[src/rtl/ctrl_pipe_unit_pkg.sv]
// Shared definitions for the pipelined control unit: opcodes, ALU op codes,
// the decoded control bundle and the per-stage control subsets.
// Optional build macro: RV32M_DECODE_EN (M-extension ALU op decode).
package ctrl_pkg;

  localparam logic [6:0] OPC_R      = 7'd51;
  localparam logic [6:0] OPC_I      = 7'd19;
  localparam logic [6:0] OPC_LOAD   = 7'd3;
  localparam logic [6:0] OPC_STORE  = 7'd35;
  localparam logic [6:0] OPC_JAL    = 7'd111;
  localparam logic [6:0] OPC_JALR   = 7'd103;
  localparam logic [6:0] OPC_BRANCH = 7'd99;
  localparam logic [6:0] OPC_LUI    = 7'd55;
  localparam logic [6:0] OPC_AUIPC  = 7'd23;

  localparam logic [6:0] FUNCT7_MULDIV = 7'b0000001;

  localparam int CTRL_ALU_W = 3;

  localparam logic [CTRL_ALU_W-1:0] ALU_OP_RTYPE  = 3'd0;
  localparam logic [CTRL_ALU_W-1:0] ALU_OP_ITYPE  = 3'd1;
  localparam logic [CTRL_ALU_W-1:0] ALU_OP_LOAD   = 3'd2;
  localparam logic [CTRL_ALU_W-1:0] ALU_OP_STORE  = 3'd3;
  localparam logic [CTRL_ALU_W-1:0] ALU_OP_BRANCH = 3'd4;
  localparam logic [CTRL_ALU_W-1:0] ALU_OP_MULDIV = 3'd5;

  typedef struct packed {
    logic                  reg_write;
    logic                  is_imm;
    logic                  mem_read;
    logic                  mem_write;
    logic                  mem_to_reg;
    logic                  jump;
    logic                  branch;
    logic                  u_type;
    logic [CTRL_ALU_W-1:0] alu_op;
  } ctrl_bundle_t;

  // Only the fields still consumed downstream of EX are carried further.
  typedef struct packed {
    logic reg_write;
    logic mem_read;
    logic mem_write;
    logic mem_to_reg;
  } mem_ctrl_t;

  typedef struct packed {
    logic reg_write;
    logic mem_to_reg;
  } wb_ctrl_t;

  localparam ctrl_bundle_t CTRL_BUBBLE = '0;

endpackage

[src/rtl/ctrl_pipe_unit_decode.sv]
// Combinational decoder: opcode/funct7 -> control bundle, source-register
// usage flags and the illegal-opcode flag.
// Optional build macro: RV32M_DECODE_EN selects MULDIV for R-type funct7=1.
module ctrl_decode
  import ctrl_pkg::*;
(
  input  logic [6:0]   i_opcode,
  input  logic [6:0]   i_funct7,
  output ctrl_bundle_t o_bundle,
  output logic         o_use_rs1,
  output logic         o_use_rs2,
  output logic         o_illegal
);

`ifdef RV32M_DECODE_EN
  logic w_muldiv;
  assign w_muldiv = (i_funct7 == FUNCT7_MULDIV);
`else
  logic [6:0] w_unused_funct7;
  assign w_unused_funct7 = i_funct7;
`endif

  // Opcode table lookup; unknown opcodes decode to a bubble and flag illegal.
  always_comb begin
    o_bundle  = CTRL_BUBBLE;
    o_use_rs1 = 1'b0;
    o_use_rs2 = 1'b0;
    o_illegal = 1'b0;
    case (i_opcode)
      OPC_R: begin
        o_bundle.reg_write = 1'b1;
        o_bundle.alu_op    = ALU_OP_RTYPE;
`ifdef RV32M_DECODE_EN
        if (w_muldiv) o_bundle.alu_op = ALU_OP_MULDIV;
`endif
        o_use_rs1 = 1'b1;
        o_use_rs2 = 1'b1;
      end
      OPC_I: begin
        o_bundle.reg_write = 1'b1;
        o_bundle.is_imm    = 1'b1;
        o_bundle.alu_op    = ALU_OP_ITYPE;
        o_use_rs1          = 1'b1;
      end
      OPC_LOAD: begin
        o_bundle.reg_write  = 1'b1;
        o_bundle.is_imm     = 1'b1;
        o_bundle.mem_read   = 1'b1;
        o_bundle.mem_to_reg = 1'b1;
        o_bundle.alu_op     = ALU_OP_LOAD;
        o_use_rs1           = 1'b1;
      end
      OPC_STORE: begin
        o_bundle.is_imm    = 1'b1;
        o_bundle.mem_write = 1'b1;
        o_bundle.alu_op    = ALU_OP_STORE;
        o_use_rs1          = 1'b1;
        o_use_rs2          = 1'b1;
      end
      OPC_JAL: begin
        o_bundle.reg_write = 1'b1;
        o_bundle.is_imm    = 1'b1;
        o_bundle.jump      = 1'b1;
        o_bundle.alu_op    = ALU_OP_RTYPE;
      end
      OPC_JALR: begin
        o_bundle.reg_write = 1'b1;
        o_bundle.is_imm    = 1'b1;
        o_bundle.jump      = 1'b1;
        o_bundle.alu_op    = ALU_OP_ITYPE;
        o_use_rs1          = 1'b1;
      end
      OPC_BRANCH: begin
        o_bundle.branch = 1'b1;
        o_bundle.alu_op = ALU_OP_BRANCH;
        o_use_rs1       = 1'b1;
        o_use_rs2       = 1'b1;
      end
      OPC_LUI, OPC_AUIPC: begin
        o_bundle.reg_write = 1'b1;
        o_bundle.u_type    = 1'b1;
        o_bundle.alu_op    = ALU_OP_RTYPE;
      end
      default: o_illegal = 1'b1;
    endcase
  end

endmodule

[src/rtl/ctrl_pipe_unit.sv]
// Control pipeline for the 5-stage RV32 core: ID decode, ID/EX, EX/MEM and
// MEM/WB control registers, load-use bubble insertion, redirect flush and
// external freeze. Optional build macro: RV32M_DECODE_EN.
//
// Flow control: stall_ext freezes every register (highest priority);
// otherwise ex_redirect flushes ID/EX; otherwise hazard_stall=1 means IF/ID
// and PC must hold while ID/EX takes a bubble; otherwise ID advances.
// EX/MEM and MEM/WB advance on every cycle without stall_ext.
module ctrl_pipe_unit
  import ctrl_pkg::*;
#(
  parameter int ALU_OP_W        = 3,
  parameter int RADDR_W         = 5,
  parameter int LU_STALL_CYCLES = 1
)(
  input  logic                clk,
  input  logic                rst_n,
  input  logic                id_valid,
  input  logic [31:0]         id_instr,
  input  logic                ex_redirect,
  input  logic                stall_ext,
  output logic                hazard_stall,
  output logic                id_illegal,
  output logic                ex_reg_write,
  output logic                ex_is_imm,
  output logic                ex_mem_read,
  output logic                ex_mem_write,
  output logic                ex_mem_to_reg,
  output logic                ex_jump,
  output logic                ex_branch,
  output logic                ex_u_type,
  output logic [ALU_OP_W-1:0] ex_alu_op,
  output logic [RADDR_W-1:0]  ex_rd,
  output logic                mem_reg_write,
  output logic                mem_mem_read,
  output logic                mem_mem_write,
  output logic                mem_mem_to_reg,
  output logic [RADDR_W-1:0]  mem_rd,
  output logic                wb_reg_write,
  output logic                wb_mem_to_reg,
  output logic [RADDR_W-1:0]  wb_rd,
  output logic [1:0]          dbg_lu_cnt
);

  // Counter reload leaves the detect cycle itself as the first bubble.
  localparam logic [1:0] LU_RELOAD = 2'(LU_STALL_CYCLES - 1);

  ctrl_bundle_t        w_dec;
  ctrl_bundle_t        w_id_bundle;
  logic                w_use_rs1;
  logic                w_use_rs2;
  logic                w_opc_illegal;
  logic [RADDR_W-1:0]  w_id_rd;
  logic [RADDR_W-1:0]  w_rs1;
  logic [RADDR_W-1:0]  w_rs2;
  logic                w_detect;
  logic                w_stall_req;
  logic [2:0]          w_unused_funct3;

  ctrl_bundle_t        r_ex;
  logic [RADDR_W-1:0]  r_ex_rd;
  mem_ctrl_t           r_mem;
  logic [RADDR_W-1:0]  r_mem_rd;
  wb_ctrl_t            r_wb;
  logic [RADDR_W-1:0]  r_wb_rd;
  logic [1:0]          r_lu_cnt;

  ctrl_decode u_decode (
    .i_opcode  (id_instr[6:0]),
    .i_funct7  (id_instr[31:25]),
    .o_bundle  (w_dec),
    .o_use_rs1 (w_use_rs1),
    .o_use_rs2 (w_use_rs2),
    .o_illegal (w_opc_illegal)
  );

  assign w_unused_funct3 = id_instr[14:12];

  // An empty or illegal ID slot becomes a full bubble, destination included.
  assign w_id_bundle = id_valid ? w_dec : CTRL_BUBBLE;
  assign w_id_rd     = (id_valid && !w_opc_illegal) ? RADDR_W'(id_instr[11:7]) : '0;
  assign w_rs1       = RADDR_W'(id_instr[19:15]);
  assign w_rs2       = RADDR_W'(id_instr[24:20]);
  assign id_illegal  = id_valid & w_opc_illegal;

  // Load in EX writing a register that the ID instruction actually reads.
  assign w_detect = r_ex.mem_read && (r_ex_rd != '0) && id_valid &&
                    ((w_use_rs1 && (w_rs1 == r_ex_rd)) ||
                     (w_use_rs2 && (w_rs2 == r_ex_rd)));

  assign w_stall_req  = w_detect || (r_lu_cnt != 2'd0);
  assign hazard_stall = w_stall_req && !ex_redirect;

  // Pipeline control registers: freeze, flush/bubble or advance.
  always_ff @(posedge clk or negedge rst_n) begin
    if (!rst_n) begin
      r_ex     <= CTRL_BUBBLE;
      r_ex_rd  <= '0;
      r_mem    <= '0;
      r_mem_rd <= '0;
      r_wb     <= '0;
      r_wb_rd  <= '0;
    end else if (!stall_ext) begin
      if (ex_redirect || w_stall_req) begin
        r_ex    <= CTRL_BUBBLE;
        r_ex_rd <= '0;
      end else begin
        r_ex    <= w_id_bundle;
        r_ex_rd <= w_id_rd;
      end
      r_mem.reg_write  <= r_ex.reg_write;
      r_mem.mem_read   <= r_ex.mem_read;
      r_mem.mem_write  <= r_ex.mem_write;
      r_mem.mem_to_reg <= r_ex.mem_to_reg;
      r_mem_rd         <= r_ex_rd;
      r_wb.reg_write   <= r_mem.reg_write;
      r_wb.mem_to_reg  <= r_mem.mem_to_reg;
      r_wb_rd          <= r_mem_rd;
    end
  end

  // Remaining-bubble counter: redirect clears it, detect reloads it.
  always_ff @(posedge clk or negedge rst_n) begin
    if (!rst_n) begin
      r_lu_cnt <= 2'd0;
    end else if (!stall_ext) begin
      if (ex_redirect)             r_lu_cnt <= 2'd0;
      else if (r_lu_cnt != 2'd0)   r_lu_cnt <= r_lu_cnt - 2'd1;
      else if (w_detect)           r_lu_cnt <= LU_RELOAD;
    end
  end

  assign ex_reg_write   = r_ex.reg_write;
  assign ex_is_imm      = r_ex.is_imm;
  assign ex_mem_read    = r_ex.mem_read;
  assign ex_mem_write   = r_ex.mem_write;
  assign ex_mem_to_reg  = r_ex.mem_to_reg;
  assign ex_jump        = r_ex.jump;
  assign ex_branch      = r_ex.branch;
  assign ex_u_type      = r_ex.u_type;
  assign ex_alu_op      = ALU_OP_W'(r_ex.alu_op);
  assign ex_rd          = r_ex_rd;
  assign mem_reg_write  = r_mem.reg_write;
  assign mem_mem_read   = r_mem.mem_read;
  assign mem_mem_write  = r_mem.mem_write;
  assign mem_mem_to_reg = r_mem.mem_to_reg;
  assign mem_rd         = r_mem_rd;
  assign wb_reg_write   = r_wb.reg_write;
  assign wb_mem_to_reg  = r_wb.mem_to_reg;
  assign wb_rd          = r_wb_rd;
  assign dbg_lu_cnt     = r_lu_cnt;

endmodule

[config.mk]
export PLATFORM = sky130hd
export DESIGN_NAME = ctrl_pipe_unit
export DESIGN_NICKNAME = d
export VERILOG_FILES = /design/src/rtl/ctrl_pipe_unit_pkg.sv /design/src/rtl/ctrl_pipe_unit_decode.sv /design/src/rtl/ctrl_pipe_unit.sv
export SDC_FILE = /design/constraint.sdc
export NUM_CORES = 1
export LEC_CHECK = 0
export CAP_MARGIN = 20
export CORE_MARGIN = 1
export CORE_UTILIZATION = 30
export CTS_CLUSTER_DIAMETER = 60
export DETAILED_ROUTE_END_ITERATION = 10
export PLACE_DENSITY = 0.65
export SYNTH_ARGS = -nofsm -noshare
export SYNTH_HDL_FRONTEND = slang
export SYNTH_SLANG_ARGS = --single-unit
[constraint.sdc]
create_clock -name clk -period 3.5 [get_ports clk]
set_input_delay 1.05 -clock clk [delete_from_list [all_inputs] [get_ports clk]]
set_output_delay 1.05 -clock clk [all_outputs]
set_load 0.01 [all_outputs]
==> run metrics, run 1 <==
register area 776 sq um; clock tree from TritonCTS done; syn_area_per_cell 11.0 sq um; Rows 26; max capacitance violation total 0; Rel. slew slack 0.683; number of synthesized flops with an enable pin 0; vias in the first global route ~1.4k; Initial Util 0.316; startpoint class of the critical path primary input; switch share 0.237; clock slew at reported path FFs 70 ps; global-route wire length before repair roughly 6.7 mm; overall routing resource usage 0.149; drc violations 0; P_leak between 1 and 1.5 nW; clock skew 11.8 ps; ys flop type dfrtp_1; number of DRC markers in iteration 0 63; endpoints failing setup 0; Worst IR Drop VDD between 0.15 and 0.2 mV; DIE WIDTH 76 um; H-Tree Level Count 2; outcome completed; vias 1402; period utilization 0.983; Int Pwr 596 uW; top post-synthesis cells by area dfrtp_1 47%, mux2_2 10%, o21ai_2 5.3%, nand2_1 3.9%, xnor2_1 3.7%; post-route non-filler standard cell count a little under 300; Detailed Route WL 4.13 mm; DIE HEIGHT 76 um; required time worst endpoint 2450 ps; crit path DAT 2390 ps; CORE AREA 5200 sq um; unrepaired setup endpoints after global routing false; Vias/cell approximately 4.7; Slew Viols, Final 0; top cell type by total area after synthesis dfrtp_1; TritonCTS sink count 31; power per standard cell area 306 nW/um^2; Nets 263; Worst Setup Slack, final 57.8 ps; Ports 73; worst path cell trace dlygate4sd2_1 > xor2_1 > a2111oi_2 > nand4_1 > a21oi_4 > o31a_2 > buf_6; Final ANT Viol Nets 0; Worst-Margin Slew around 470 ps; Filler cells 500; ratio of cells with drive above 1 in the final layout 0.300; Worst R2R Path Depth 5; Ys Warns 0; syn nets ~190; Clock power frac 0.400; clk_lat worst skew ~280 ps; Seq/Total Area, Yosys 0.472; Layout Area Growth over Synthesis 55.4%; pre-CTS setup slack -669 ps; drt pass-1 iters 4; synthesized flop and latch total 31; CP endpoint kind output port; top-area cell type share of the netlist area 0.472; gr ovfl total 0; antenna violations before repair 0; met2 WL post-DR 2.02 mm; Min-Delay Path Class register to register; post-synth cell types between 40 and 50; min Tclk post-route 3440 ps; global placer's final weighted congestion 0.822; clk root buf clkbuf_8; peak fanout along the critical path 2; post-synthesis async set-or-reset flop share 1.00; Routed met3 length 220 um; IO buf count 62; HPWL Detailed 2.98 mm; drt wl/cell 13.9 um; mapped cell area 1640 sq um; diode count 0; DIE AREA 5780 sq um; crit path max-delay cell type a2111oi_2; top sig layer met4; Largest stage delay, worst path just over 300 ps; WL met1 1.85 mm; Hold Crit Depth 2; Fmax achieved 0.291 GHz; placed insts 288; net load switching power 185 uW; worst setup path class primary input to output port; Comb pwr share 0.134; TritonCTS buffer count 5; gate count of the mapped netlist 150; pin count of the biggest net entering global routing 32; sequential power share 0.465; multi-input combinational cell area slightly above 800 sq um; Max clock buf depth 2; Fin. Hold Viols 0
## metrics by stage
step                 util  hold WS, ps  TNS, ps  total power [mW]  instance area, sq um
global route        0.491          520        0             0.815                  2550
floorplan               -          519        0             0.409                  1640
detailed placement  0.463          472    -1010             0.477                  2410
CTS                 0.485          490    -47.1             0.791                  2520
global placement    0.463          465    -1030             0.477                  2410
finish              0.491          487        0             0.782                  2550
## power by group through the flow
stage               Sequential, mW  Combinational, mW  Clock, mW
floorplan                    0.372             0.0370          0
global placement             0.370              0.107          0
detailed placement           0.370              0.107          0
CTS                          0.364              0.105      0.323
global route                 0.364              0.114      0.337
finish                       0.364              0.105      0.313
## routing by layer
layer,GRT usage,up-vias
li1,-,684
met1,0.187,671
met2,0.245,42
met3,0.0407,5
met4,0.0577,0
met5,0,-
## worst max-delay path, delay by kind of cell
kind	cells	cell delay, ps
compound gates	3	650
simple gates	1	200
buf+inv	2	340
xor+xnor	1	150
## cell families (layout without fill, tap and decap cells)
family                 after synthesis  count (layout)  synth area share
flip-flops                          31              31             0.472
multiplexers                        15              15             0.103
XOR/XNOR                            11              11            0.0586
AND/OR/NAND/NOR                     53              53             0.181
buffers and inverters               14              91            0.0503
AO/OA/AOI/OAI                       26              26             0.136
## worst paths after layout
kind                               from            to  slack, ps
max in group asynchronous         rst_n  ex_alu_op[0]       2030
min in group asynchronous         rst_n     mem_rd[3]       1170
setup / recovery           id_instr[20]  hazard_stall         60
setup reg to reg               ex_rd[1]  ex_reg_write       1590
hold reg to reg            ex_alu_op[1]  ex_alu_op[1]        490
hold / removal             ex_alu_op[1]  ex_alu_op[1]        490
## cell type report
type,instances,share of cell area
Multi-Input combinational cell,105,0.319
Inverter,2,0.00294
Clock buffer,7,0.0377
Clock inverter,1,0.00294
Sequential cell,31,0.304
Timing Repair Buffer,81,0.299
Tap cell,70,0.0343
## cell usage after synthesis, types with 3 or more instances
cell type and n:
dfrtp_1 31, nand2_1 17, mux2_2 15, o21ai_2 10
nand3_1 7, xnor2_1 7, nand4_1 6, nor2_1 6
clkbuf_1 5, xor2_1 4, a21oi_1 3, buf_4 3
o21ai_0 3
## cell usage in the layout, fill, tap and decap left out, types with 2 or more instances in the layout
| cell | count |
|---|---|
| dlymetal6s2s_1 | 3 |
| nand3_1 | 6 |
| xnor2_1 | 6 |
| nor2b_1 | 2 |
| o21ai_2 | 10 |
| a21oi_1 | 3 |
| xor2_1 | 3 |
| nor2_1 | 6 |
| and3_1 | 2 |
| inv_1 | 2 |
| buf_6 | 2 |
| clkbuf_8 | 7 |
| clkdlybuf4s50_1 | 46 |
| nand4_1 | 6 |
| nand4b_1 | 2 |
| buf_4 | 18 |
| nand2_1 | 17 |
| dfrtp_1 | 31 |
| o21ai_0 | 3 |
| dlygate4sd2_1 | 10 |
| mux2_2 | 15 |
| clkdlybuf4s15_1 | 2 |
## timing repair
action,in CTS,in global routing
setup endpoints to repair,2,1
setup buffers,0,1
hold buffers,0,0
gates resized for setup,22,7
pin swaps,12,7
No activity file was read; power rests on OpenSTA's default activity.
==> run 2, diff against run 1 <==
--- a/config.mk
+++ b/config.mk
@@ -11,6 +11,7 @@
 export CTS_CLUSTER_DIAMETER = 60
 export DETAILED_ROUTE_END_ITERATION = 10
 export PLACE_DENSITY = 0.65
+export REMOVE_ABC_BUFFERS = 1
 export SYNTH_ARGS = -nofsm -noshare
 export SYNTH_HDL_FRONTEND = slang
 export SYNTH_SLANG_ARGS = --single-unit
==> constraint.sdc (replaced) <==
create_clock -name clk -period 4.32 [get_ports clk]
set_input_delay 1.296 -clock clk [delete_from_list [all_inputs] [get_ports clk]]
set_output_delay 1.296 -clock clk [all_outputs]
set_load 0.01 [all_outputs]
==> run 2 against run 1 <==
Total power decreased by 25%; non-clock buffer count down 4; sequential power decreased by 19%; via count is 3.0% lower; flip-flop and latch count unchanged; critical path type unchanged; largest cell class unchanged.
==> run metrics, run 2 (synthesized netlist as in run 1, its figures left out) <==
outcome completed; CP endpoint kind output port; pin count of the biggest net entering global routing 32 (unchanged); Max clock buf depth 2 (unchanged); peak fanout along the critical path 2 (unchanged); global-route track usage on met1 0.205 (+0.0178); HPWL Detailed 2.93 mm (-1.7%); switch share 0.236 (-0.00136); min Tclk post-route 4160 ps; endpoints failing setup 0 (unchanged); Worst-Margin Slew 453 ps (-21.6 ps); clk_lat worst skew 280 ps (about the same); hold slack 481 ps (-5.81 ps); Clock power frac 0.350 (-0.050); power per standard cell area 237 nW/um^2 (-23%); global-route wire length before repair 6.93 mm (+3.0%); most frequent cells in the layout 57 x clkdlybuf4s50_1, 31 x dfrtp_1, 17 x nand2_1; DIE HEIGHT 76 um (unchanged); met3 Track Usage GR 0.0479 (+0.00719); DIE WIDTH 76 um (unchanged); crit path max-delay cell type clkdlybuf4s50_1; required time worst endpoint 3020 ps (+570 ps); drt pass-1 iters 3 (-1); period utilization 0.962; Rel. slew slack 0.698 (+0.0144); met2 GRT Util 0.235 (-0.00909); Largest stage delay, worst path 420 ps (+110 ps); Ports 73 (unchanged); worst setup path class primary input to output port; Hold Startpoint ex_is_imm; total power 583 uW (-25%); diode count 0 (unchanged); Comb pwr share 0.144 (+0.010); startpoint class of the critical path primary input; clock skew 3.61 ps (-8.22 ps); TritonCTS sink count 31 (unchanged); Filler cells 517 (+3.4%); drt wl/cell 14.0 um (+0.97%); Initial Util 0.316 (unchanged); Vias/cell 4.67 (-1.0%); r2r startpoint ex_rd[0]; Area after DPL 2390 sq um (-0.93%); clock tree from TritonCTS done; Final ANT Viol Nets 0 (unchanged); clock slew at reported path FFs 60 ps (about the same); vias in the first global route 1416 (+1.1%); gr ovfl total 0 (unchanged); Worst IR Drop VDD 0.173 mV (+14%); ratio of cells with drive above 1 in the final layout 0.258 (-0.0416); Post-CTS Setup Bufs 0 (unchanged); CORE AREA 5200 sq um (unchanged); Rows 26 (unchanged); GR peak layer met2; Core Util, Final 0.473 (-0.0178); Nets 259 (-1.5%); commonest non-fill, non-tap cell in the layout clkdlybuf4s50_1; TritonCTS buffer count 5 (unchanged); vias 1360 (-3.0%); hold buffers post-CTS 0 (unchanged); antenna violations before repair 0 (unchanged); net load switching power 137 uW (-26%); H-Tree Level Count 2 (unchanged); Setup TNS Final 0 ps (unchanged); final instance area 2460 sq um (-3.6%); Min-Delay Path Class register to register; Slew Viols, Final 0 (unchanged); IO buf count 62 (unchanged); drc violations 0 (unchanged); global placer's final weighted congestion 0.800 (-2.6%); Detailed Route WL 4.09 mm (-1.1%); Fin. Hold Viols 0 (unchanged); Layout Area Growth over Synthesis 49.8%; r2r setup slk 2400 ps (+810 ps); crit path DAT 2860 ps (+470 ps); P_leak 1.06 nW (-6.9%); unrepaired setup endpoints after global routing false; worst path cell trace clkdlybuf4s50_1 > xor2_1 > a2111oi_2 > nand4_1 > a21oi_4 > o31a_2 > clkbuf_2; sequential power share 0.506 (+0.041); Int Pwr 446 uW (-25%); overall routing resource usage 0.154 (+0.00491); Crit. Startpoint id_instr[20]; DIE AREA 5780 sq um (unchanged); max capacitance violation total 0 (unchanged); clk root buf clkbuf_8; number of DRC markers in iteration 0 69 (+9.5%); Fmax achieved 0.241 GHz
-- run 2: cell type report --
cell class / count / area, sq um / share of cell area
timing repair buffer: 77 / 723 / 0.294
clock buffer: 6 / 72.6 / 0.0295
multi-input combinational: 105 / 795 / 0.323
tap: 70 / 87.6 / 0.0356
sequential: 31 / 776 / 0.315
inverter: 2 / 7.51 / 0.00305
-- run 2: worst paths after layout --
| kind | endpoint | depth (start not counted) |
|---|---|---|
| worst max-delay path | hazard_stall | 7 |
| worst min-delay path | ex_is_imm | 2 |
| worst max register to register | ex_rd[3] | 6 |
| worst min register to register | ex_is_imm | 2 |
| max in group asynchronous | dbg_lu_cnt[0] | 2 |
| min in group asynchronous | wb_rd[0] | 2 |
-- run 2: layer usage --
| layer | up-vias | part of all wire |
|---|---|---|
| met3 | 7 | 0.072 |
| met1 | 633 | 0.47 |
| met2 | 45 | 0.44 |
| met4 | 0 | 0.014 |
| li1 | 675 | - |
| met5 | - | 0 |
-- run 2: power groups by stage --
stage          Combinational [mW]  Clock (mW)  Sequential [mW]
2_1_floorplan              0.0224           0            0.301
3_3_place_gp               0.0850           0            0.300
3_5_place_dp               0.0849           0            0.300
4_1_cts                    0.0851       0.212            0.295
5_1_grt                    0.0921       0.224            0.295
6_report                   0.0842       0.204            0.295
-- run 2: worst max-delay path, delay by kind of cell --
kind,cells,cell delay [ps]
and+or+nand+nor,1,190
xor gates and xnor gates,1,160
buffers and inverters,2,540
AOI/OAI and AO/OA,3,660
-- run 2: timing repair --
item	4_1_cts	5_1_grt
hold endpoints to repair	0	0
gates resized for setup	7	2
pin swaps	3	3
setup endpoints to repair	2	1
-- run 2: stage by stage --
step	std cells	worst slack (ps)
final	291	163
after global routing	291	68.5
after CTS	291	7.44
after detailed placement	285	-316
after global placement	285	-347
after floorplan	138	409
==> run 3, diff against run 2 <==
==> constraint.sdc (replaced) <==
create_clock -name clk -period 5.3 [get_ports clk]
set_input_delay 1.59 -clock clk [delete_from_list [all_inputs] [get_ports clk]]
set_output_delay 1.59 -clock clk [all_outputs]
set_load 0.01 [all_outputs]
==> run 3 against run 2 <==
Non-clock buffer count decreased by 2; critical endpoint unchanged; largest power group unchanged; die area unchanged; critical path type unchanged; worst setup slack got worse by 56 ps.
==> run metrics, run 3 (synthesized netlist as in run 1, its figures left out) <==
outcome completed; FF-to-FF End ex_rd[3]; Worst R2R Path Depth 6 (unchanged); Fin. Hold Viols 0 (unchanged); Layout Area Growth over Synthesis 49.2%; CP endpoint kind output port; net load switching power 113 uW (-18%); Final ANT Viol Nets 0 (unchanged); global-route wire length before repair 7.16 mm (+3.3%); crit path DAT 3600 ps (+740 ps); CORE AREA 5200 sq um (unchanged); Clock power frac 0.352 (+0.002); unrepaired setup endpoints after global routing false; final instance area 2450 sq um (-0.41%); Slew Viols, Final 0 (unchanged); TritonCTS buffer count 5 (unchanged); switch share 0.237 (+0.00137); r2r startpoint ex_rd[0]; Ports 73 (unchanged); Area after DPL 2370 sq um (-0.63%); global placer's final weighted congestion 0.782 (-2.3%); ratio of cells with drive above 1 in the final layout 0.242 (-0.0159); DIE HEIGHT 76 um (unchanged); sequential power share 0.505 (about the same); startpoint class of the critical path primary input; IO buf count 62 (unchanged); max capacitance violation total 0 (unchanged); Vias/cell 4.81 (+2.9%); antenna violations before repair 0 (unchanged); clk_lat worst skew 280 ps (about the same); clock skew 2.42 ps (-1.19 ps); clk root buf clkbuf_8; number of DRC markers in iteration 0 100 (+45%); clock tree from TritonCTS done; min Tclk post-route 5190 ps; drt pass-1 iters 4 (+1); r2r setup slk 3370 ps (+970 ps); Post-CTS Setup Bufs 0 (unchanged); Hold Crit Depth 2 (unchanged); TritonCTS sink count 31 (unchanged); vias 1390 (+2.2%); Fmax achieved approximately 0.19 GHz; Worst Setup Slack, final 107 ps (-55.6 ps); Comb pwr share 0.143 (about the same); Int Pwr 364 uW (-18%); post-route non-filler standard cell count 289 (-0.69%); Setup TNS Final 0 ps (unchanged); power per standard cell area 194 nW/um^2 (-18%); Worst-Margin Slew 413 ps (-40.1 ps); commonest non-fill, non-tap cell in the layout clkdlybuf4s50_1; H-Tree Level Count 2 (unchanged); Detailed Route WL 4.05 mm (-0.91%); Nets 257 (-0.77%); overall routing resource usage 0.157 (+0.00250); P_leak 1.04 nW (-1.6%); Min-Delay Path Class register to register; drc violations 0 (unchanged); most frequent cells in the layout 62 x clkdlybuf4s50_1, 31 x dfrtp_1, 17 x nand2_1; placed insts 283 (-0.70%); worst setup path class primary input to output port; hold path endpoint ex_alu_op[1]; pre-CTS setup slack 58.7 ps (+375 ps); period utilization 0.980; required time worst endpoint 3710 ps (+690 ps); HPWL Detailed 2.95 mm (+0.45%); endpoints failing setup 0 (unchanged); pin count of the biggest net entering global routing 33 (+3.1%); hold slack 482 ps (+1.35 ps); Rows 26 (unchanged); Initial Util 0.316 (unchanged); Max clock buf depth 2 (unchanged); drt wl/cell 14.0 um (-0.22%); clock slew at reported path FFs 60 ps (about the same); Worst IR Drop VDD 0.113 mV (-35%); gr ovfl total 0 (unchanged); diode count 0 (unchanged); Hold Startpoint ex_alu_op[1]; DIE WIDTH 76 um (unchanged); DIE AREA 5780 sq um (unchanged); peak fanout along the critical path 4 (+2); Rel. slew slack 0.717 (+0.0196); vias in the first global route 1481 (+4.6%)
## run 3: cell types whose count changed in the layout (fill, tap and decap cells not counted)
cell and change:
clkbuf_2 -1, buf_4 -2, clkdlybuf4s50_1 +5, nor3_1 +1, dlygate4sd2_1 -4, nor3_2 -1
## run 3: critical path, stage by stage
cell and delay, ps:
clkdlybuf4s50_1 560, nand2b_1 150, nand4_1 80, or3_4 380, a21oi_4 170, o31a_2 140
clkdlybuf4s50_1 530
## run 3: worst max-delay path by stage
stage / startpoint / endpoint / slack (ps) / depth (start not counted)
CTS: id_instr[20] / hazard_stall / 40 / 7
detailed placement: id_instr[20] / hazard_stall / 60 / 7
finish: id_instr[6] / hazard_stall / 110 / 7
global placement: id_instr[20] / hazard_stall / 70 / 7
global route: id_instr[6] / hazard_stall / 30 / 7
floorplan: id_instr[3] / hazard_stall / 800 / 5
## run 3: area by class of cell
| type | instances | area [sq um] |
|---|---|---|
| clock buffer | 6 | 72.6 |
| fill | 519 | 2750 |
| inverter | 2 | 7.51 |
| multi-input combinational | 105 | 790 |
| sequential | 31 | 776 |
| tap | 70 | 87.6 |
| timing repair buffer | 75 | 718 |
## run 3: repair_timing
action,4_1_cts,5_1_grt
hold endpoints to repair,0,0
gates resized for setup,0,1
endpoints found under the setup margin,0,1
hold buffers,0,0
## run 3: through the flow
stage / total power, mW / utilization
2_1_floorplan: 0.264 / -
3_3_place_gp: 0.312 / 0.456
3_5_place_dp: 0.313 / 0.456
4_1_cts: 0.482 / 0.470
5_1_grt: 0.498 / 0.471
6_report: 0.477 / 0.471
## run 3: metal layers
layer / part of all wire / global-route usage
met1: 0.47 / 0.208
met3: 0.068 / 0.0467
met4: 0.014 / 0.0519
met5: 0 / 0
met2: 0.45 / 0.245
## run 3: power by group through the flow
stage               sequential, mW  clock, mW  combinational [mW]
floorplan                    0.246          0              0.0183
global placement             0.245          0              0.0676
detailed placement           0.245          0              0.0679
CTS                          0.241      0.173              0.0684
global route                 0.241      0.183              0.0746
finish                       0.241      0.168              0.0682
==> RTL edit 1 (flow settings as in run 3) <==
Change the parameter `RADDR_W` from 5 to 7.
--- a/src/rtl/ctrl_pipe_unit.sv
+++ b/src/rtl/ctrl_pipe_unit.sv
@@ -12,3 +12,3 @@
   parameter int ALU_OP_W        = 3,
-  parameter int RADDR_W         = 5,
+  parameter int RADDR_W         = 7,
   parameter int LU_STALL_CYCLES = 1
Ports: changed (resized ex_rd, mem_rd and wb_rd); port bits go from 73 to 79. The function was not compared with the original's and may differ.
==> RTL edit 1 against run 3 <==
- power rose by 1.9%
- global-route usage decreased by 0.37 points
- final cell count shrank 0.35%
- sequential cell count is the same
- die area fell by 3.3%
- worst setup slack better by 0.26 ns
- synthesized area fell by 3.4%
- routed wire length fell by 2.3%
- critical path depth fell by 1
- maximum frequency is 5.2% higher
- core utilization shrank 0.91 points
- cell area decreased by 3.8%
- largest power group unchanged
==> RTL edit 1: results (changes against run 3) <==
Status
  – Status: completed

Routing
  – Total number of vias: 1353 (-2.7%)
  – Routed wl met2: 1741 µm (-4.9%)
  – Routed Wire Length: 3955 µm (-2.3%)
  – DR WL met3: 248 µm (-10%)
  – Drt first-iter violations: 61 (-39%)
  – Routed met1 length: 1915 µm (+1.6%)
  – Routed wire per std cell: 13.73 µm (-2.0%)

Placed design
  – GP Congestion: 0.7746 (-0.98%)
  – Placed cells: 280 (-1.1%)
  – Pre-CTS setup slack: -0.03134 ns (-0.09002 ns)
  – Placed Area: 2268 µm² (-4.4%)
  – Dpl hpwl: 2805 µm (-4.8%)

Synthesis
  – Synth top area cells: dfrtp_1, mux2_2, xor2_1
  – Mux contribution to synthesized area: 0.1064 (+0.003565)
  – Sequential-to-total area share from yosys stat: 0.4886 (+0.01637)
  – Complex-gate fraction of the synthesized area: 0.1182 (-0.01736)
  – Commonest cells post-synth: dfrtp_1, nand2_1, mux2_2, buf_4, xor2_1
  – Synth Area in XOR/XNOR: 0.06068 (+0.002033)
  – Adder-cell share of the synthesized area: 0 (unchanged)
  – Netlist cell types: 39 (-4.9%)
  – Synth Instances: 152 (+1.3%)

Hold path
  – Hold EP: ex_is_imm
  – Hold WC Path Type: reg2reg
  – Hold path depth: 2 (unchanged)
  – HP Start: ex_is_imm

Global routing
  – Vias in the first global route: 1302 (-12%)
  – GR Layer Usage met1: 0.2034 (-0.004229)
  – Met3 Track Usage GR: 0.03882 (-0.007885)
  – Total Routing Usage GR: 0.1530 (-0.003686)
  – First-pass GRT wire length: 6299 µm (-12%)
  – Initial antenna violation count: 0 (unchanged)
  – Global Route met2 Usage: 0.2372 (-0.007308)
  – Largest net degree at the start of global routing: 33 (unchanged)

Worst setup path
  – Critical R2R Launch: ex_rd[1]
  – WP data arrival: 3.35 ns (-0.25 ns)
  – CP Max Fanout: 9 (+5)
  – Worst R2R Path Depth: 7 (+1)
  – Max incr delay on CP: 0.63 ns (+0.07 ns)
  – CP max-delay cell: clkdlybuf4s50_1
  – Reg2reg end: ex_jump

Pwr
  – Sequential share of power: 0.495 (-0.010)
  – Leak: 1.051 nW (+0.93%)
  – Switching part of the total: 0.2488 (+0.01179)
  – Comb pwr share: 0.133 (-0.010)
  – Peak supply drop: 0.1077 mV (-4.7%)

STA
  – Hold WS: 0.4915 ns (+0.009420 ns)
  – Skew final: 0.007826 ns (+0.005409 ns)
  – Setup WS post-layout: 0.3648 ns (+0.2574 ns)

Clocking
  – CTS buffer count: 5 (unchanged)
  – Clock Pin Slew Worst Setup and Hold Paths: 0.07 ns
  – H-tree lvl count: 2 (unchanged)

Layout
  – Layout cells sized above 1: 0.1651 (-0.07687)
  – Final net count: 254 (-1.2%)
==> RTL edit 1: worst max-delay path by stage <==
stage	startpoint	end	cells past startpoint
finish	id_instr[6]	id_illegal	6
global route	id_instr[6]	id_illegal	6
CTS	id_instr[19]	hazard_stall	8
detailed placement	id_instr[19]	hazard_stall	8
global placement	id_instr[19]	hazard_stall	8
floorplan	id_instr[19]	hazard_stall	5
==> RTL edit 1: repair_timing <==
| item | 4_1_cts | 5_1_grt |
|---|---|---|
| pin swaps | 0 | 2 |
| setup endpoints to repair | 1 | 1 |
| hold endpoints to repair | 0 | 0 |
| resized for setup | 1 | 1 |
==> RTL edit 1: cell type report <==
type	count	area, µm²
clock inverter	1	5.005
tap	70	87.58
clock buffer	7	76.32
inverter	2	7.507
timing repair buffer	70	683.2
fill	508	2749
multi-input combinational	107	723.2
sequential	31	775.7
==> RTL edit 2 (config.mk and constraints of run 3) <==
Without the edit above. Reset style: synchronous (`rst_n`), changed in 2 clocked blocks.
--- a/src/rtl/ctrl_pipe_unit.sv
+++ b/src/rtl/ctrl_pipe_unit.sv
@@ -94,3 +94,3 @@
   // Pipeline control registers: freeze, flush/bubble or advance.
-  always_ff @(posedge clk or negedge rst_n) begin
+  always_ff @(posedge clk) begin
     if (!rst_n) begin
@@ -122,3 +122,3 @@
   // Remaining-bubble counter: redirect clears it, detect reloads it.
-  always_ff @(posedge clk or negedge rst_n) begin
+  always_ff @(posedge clk) begin
     if (!rst_n) begin
Formal check against the unedited RTL: differs if rst_n is asserted again (counterexample within 4 cycles, from zero or initial values and one cycle with rst_n low); with rst_n held inactive, the same outputs for 10 cycles.
==> RTL edit 2 against run 3 <==
- synthesized area decreased by 7.8%
- die area decreased by 7.6%
- cell area decreased by 1.7%
- non-clock buffer count unchanged
- register-to-register slack improved by 0.17 ns
- routed wire length decreased by 4.1%
- combinational power decreased by 8.8%
- sequential cell count unchanged
- clock power increased by 40%
- highest routed layer unchanged
- clock skew increased by 0.0049 ns
- power increased by 12%
- worst setup slack improved by 0.17 ns
==> RTL edit 2: results (changes against run 3) <==
Worst setup path
  – Worst R2R Path Depth: 6 (unchanged)
  – Delay-heaviest family, CP: buffers and inverters
  – WP data arrival: 3.43 ns (-0.17 ns)
  – Max incr delay on CP: 0.57 ns
  – CP Max Fanout: 9 (+5)
  – Reg-to-reg slack, setup: 3.54 ns (+0.17 ns)
  – Critical R2R Launch: ex_rd[0]
  – Reg2reg end: ex_is_imm
  – CP max-delay cell: clkdlybuf4s50_1

Synthesis
  – Mux contribution to synthesized area: 0.09909 (-0.003726)
  – Netlist cell types: 38 (-7.3%)
  – Complex-gate fraction of the synthesized area: 0.1024 (-0.03317)
  – Yosys Warn Count: 0 (unchanged)
  – Commonest cells post-synth: dfxtp_1, nand2_1, nor2b_1, mux2i_1, o21ai_0
  – Synth Area in XOR/XNOR: 0.05780 (-0.0008409)
  – Synth top area cells: dfxtp_1, mux2i_1, nor2b_1
  – Adder-cell share of the synthesized area: 0 (unchanged)
  – Sequential-to-total area share from yosys stat: 0.4096 (-0.06262)
  – Ys async rst share: 0 (-1.000)

STA
  – Rel. slew slack: 0.4781 (-0.2393)
  – Pins Over Slew Limit: 0 (unchanged)
  – Skew final: 0.007316 ns (+0.004899 ns)
  – Hold WS: 0.4484 ns (-0.03366 ns)

Global routing
  – First-pass GRT wire length: 6244 µm (-13%)
  – Largest net degree at the start of global routing: 21 (-36%)
  – Vias in the first global route: 1335 (-9.9%)
  – Initial antenna violation count: 0 (unchanged)
  – Total Routing Usage GR: 0.1525 (-0.004223)

Hold path
  – Hold EP: ex_alu_op[1]
  – Hold WC Path Type: reg2reg
  – Hold path depth: 2 (unchanged)
  – HP Start: ex_alu_op[1]

Clocking
  – Clock Latency Late Sink: 0.28 ns (about the same)
  – Clock buffer depth: 2 (unchanged)
  – CTS buffer count: 5 (unchanged)
  – Clock Pin Slew Worst Setup and Hold Paths: 0.06 ns (about the same)
  – Setup repair bufs after CTS: 0 (unchanged)
  – H-tree lvl count: 2 (unchanged)
  – Root Buffer: clkbuf_8

Placed design
  – GP Congestion: 0.8606 (+10%)
  – Pre-CTS setup slack: -0.1065 ns (-0.1652 ns)
  – Dpl hpwl: 2854 µm (-3.2%)
  – Port Buffers: 62 (unchanged)

Routing
  – Routed wire per std cell: 12.60 µm (-10%)
  – Total number of vias: 1406 (+1.2%)
  – DR pass1 iterations: 4 (unchanged)
  – Drt first-iter violations: 49 (-51%)

Layout
  – Layout cells sized above 1: 0.1245 (-0.1175)
  – ANT cells: 0 (unchanged)
  – Final net count: 277 (+7.8%)
  – # fillers: 474 (-8.7%)

Pwr
  – Leak: 0.8983 nW (-14%)
  – Sw power: 111.7 µW (-1.1%)
  – Peak supply drop: 0.1616 mV (+43%)

Status
  – Status: completed
## RTL edit 2: cell count changes after synthesis, sizes merged, moves of 4 or more
cell   delta
dfrtp    -31
xnor2     -4
mux2i    +15
dfxtp    +31
mux2     -15
nor2b    +15
## RTL edit 2: per-stage QoR
stage                     instances  area [µm²]
after global routing            308        2409
final                           308        2409
after floorplan                 158        1456
after CTS                       308        2382
after global placement          300        2258
after detailed placement        300        2258
## RTL edit 2: layout make-up
cell class,count,area share
sequential,31,0.2577
multi-input combinational,124,0.3548
clock inverter,2,0.01455
timing repair buffer,75,0.2992
inverter,3,0.004675
tap,67,0.03481
clock buffer,6,0.03429
## RTL edit 2: how the worst max path moves through the flow
stage / endpoint / slack [ns] / cells past startpoint / from
after floorplan: hazard_stall / 0.88 / 5 / id_instr[3]
after global placement: hazard_stall / -0.09 / 7 / id_instr[20]
after detailed placement: hazard_stall / -0.11 / 7 / id_instr[20]
after CTS: hazard_stall / 0.02 / 7 / id_instr[3]
after global routing: id_illegal / 0.23 / 6 / id_instr[2]
final: id_illegal / 0.28 / 6 / id_instr[2]
## RTL edit 2: layer usage
layer / vias to the layer above / share of wire / GRT usage / wire, µm
li1: 723 / - / - / -
met1: 632 / 0.47 / 0.1939 / 1808
met2: 49 / 0.47 / 0.2541 / 1806
met3: 2 / 0.066 / 0.04558 / 256
met4: 0 / 0.0026 / 0.03268 / 10
met5: - / 0 / 0 / 0
## RTL edit 2: kinds of logic (layout without fill, tap and decap cells)
logic type             count (synthesis)  after routing
flip-flops                            31             31
AO/OA/AOI/OAI                         26             26
multiplexers                          15             15
AND/OR/NAND/NOR                       73             73
XOR/XNOR                              10             10
buffers and inverters                 14             86
## RTL edit 2: timing repair
item | CTS | global route
endpoints found under the setup margin | 1 | 1
resized for setup | 2 | 5
hold buffers | 0 | 0
pin swaps | 0 | 2
## RTL edit 2: tightest hold or removal path, cell delays in order (launching register included)
cell and delay [ns]:
dfxtp_1 0.31, nand2_1 0.05, o21ai_1 0.05
## RTL edit 2: power by group through the flow
stage	Combinational, mW	Sequential, mW	Clock (mW)
6_report	0.0622	0.234	0.236
5_1_grt	0.0668	0.234	0.254
4_1_cts	0.0609	0.234	0.243
3_5_place_dp	0.0599	0.239	0
3_3_place_gp	0.0597	0.239	0
2_1_floorplan	0.0183	0.239	0
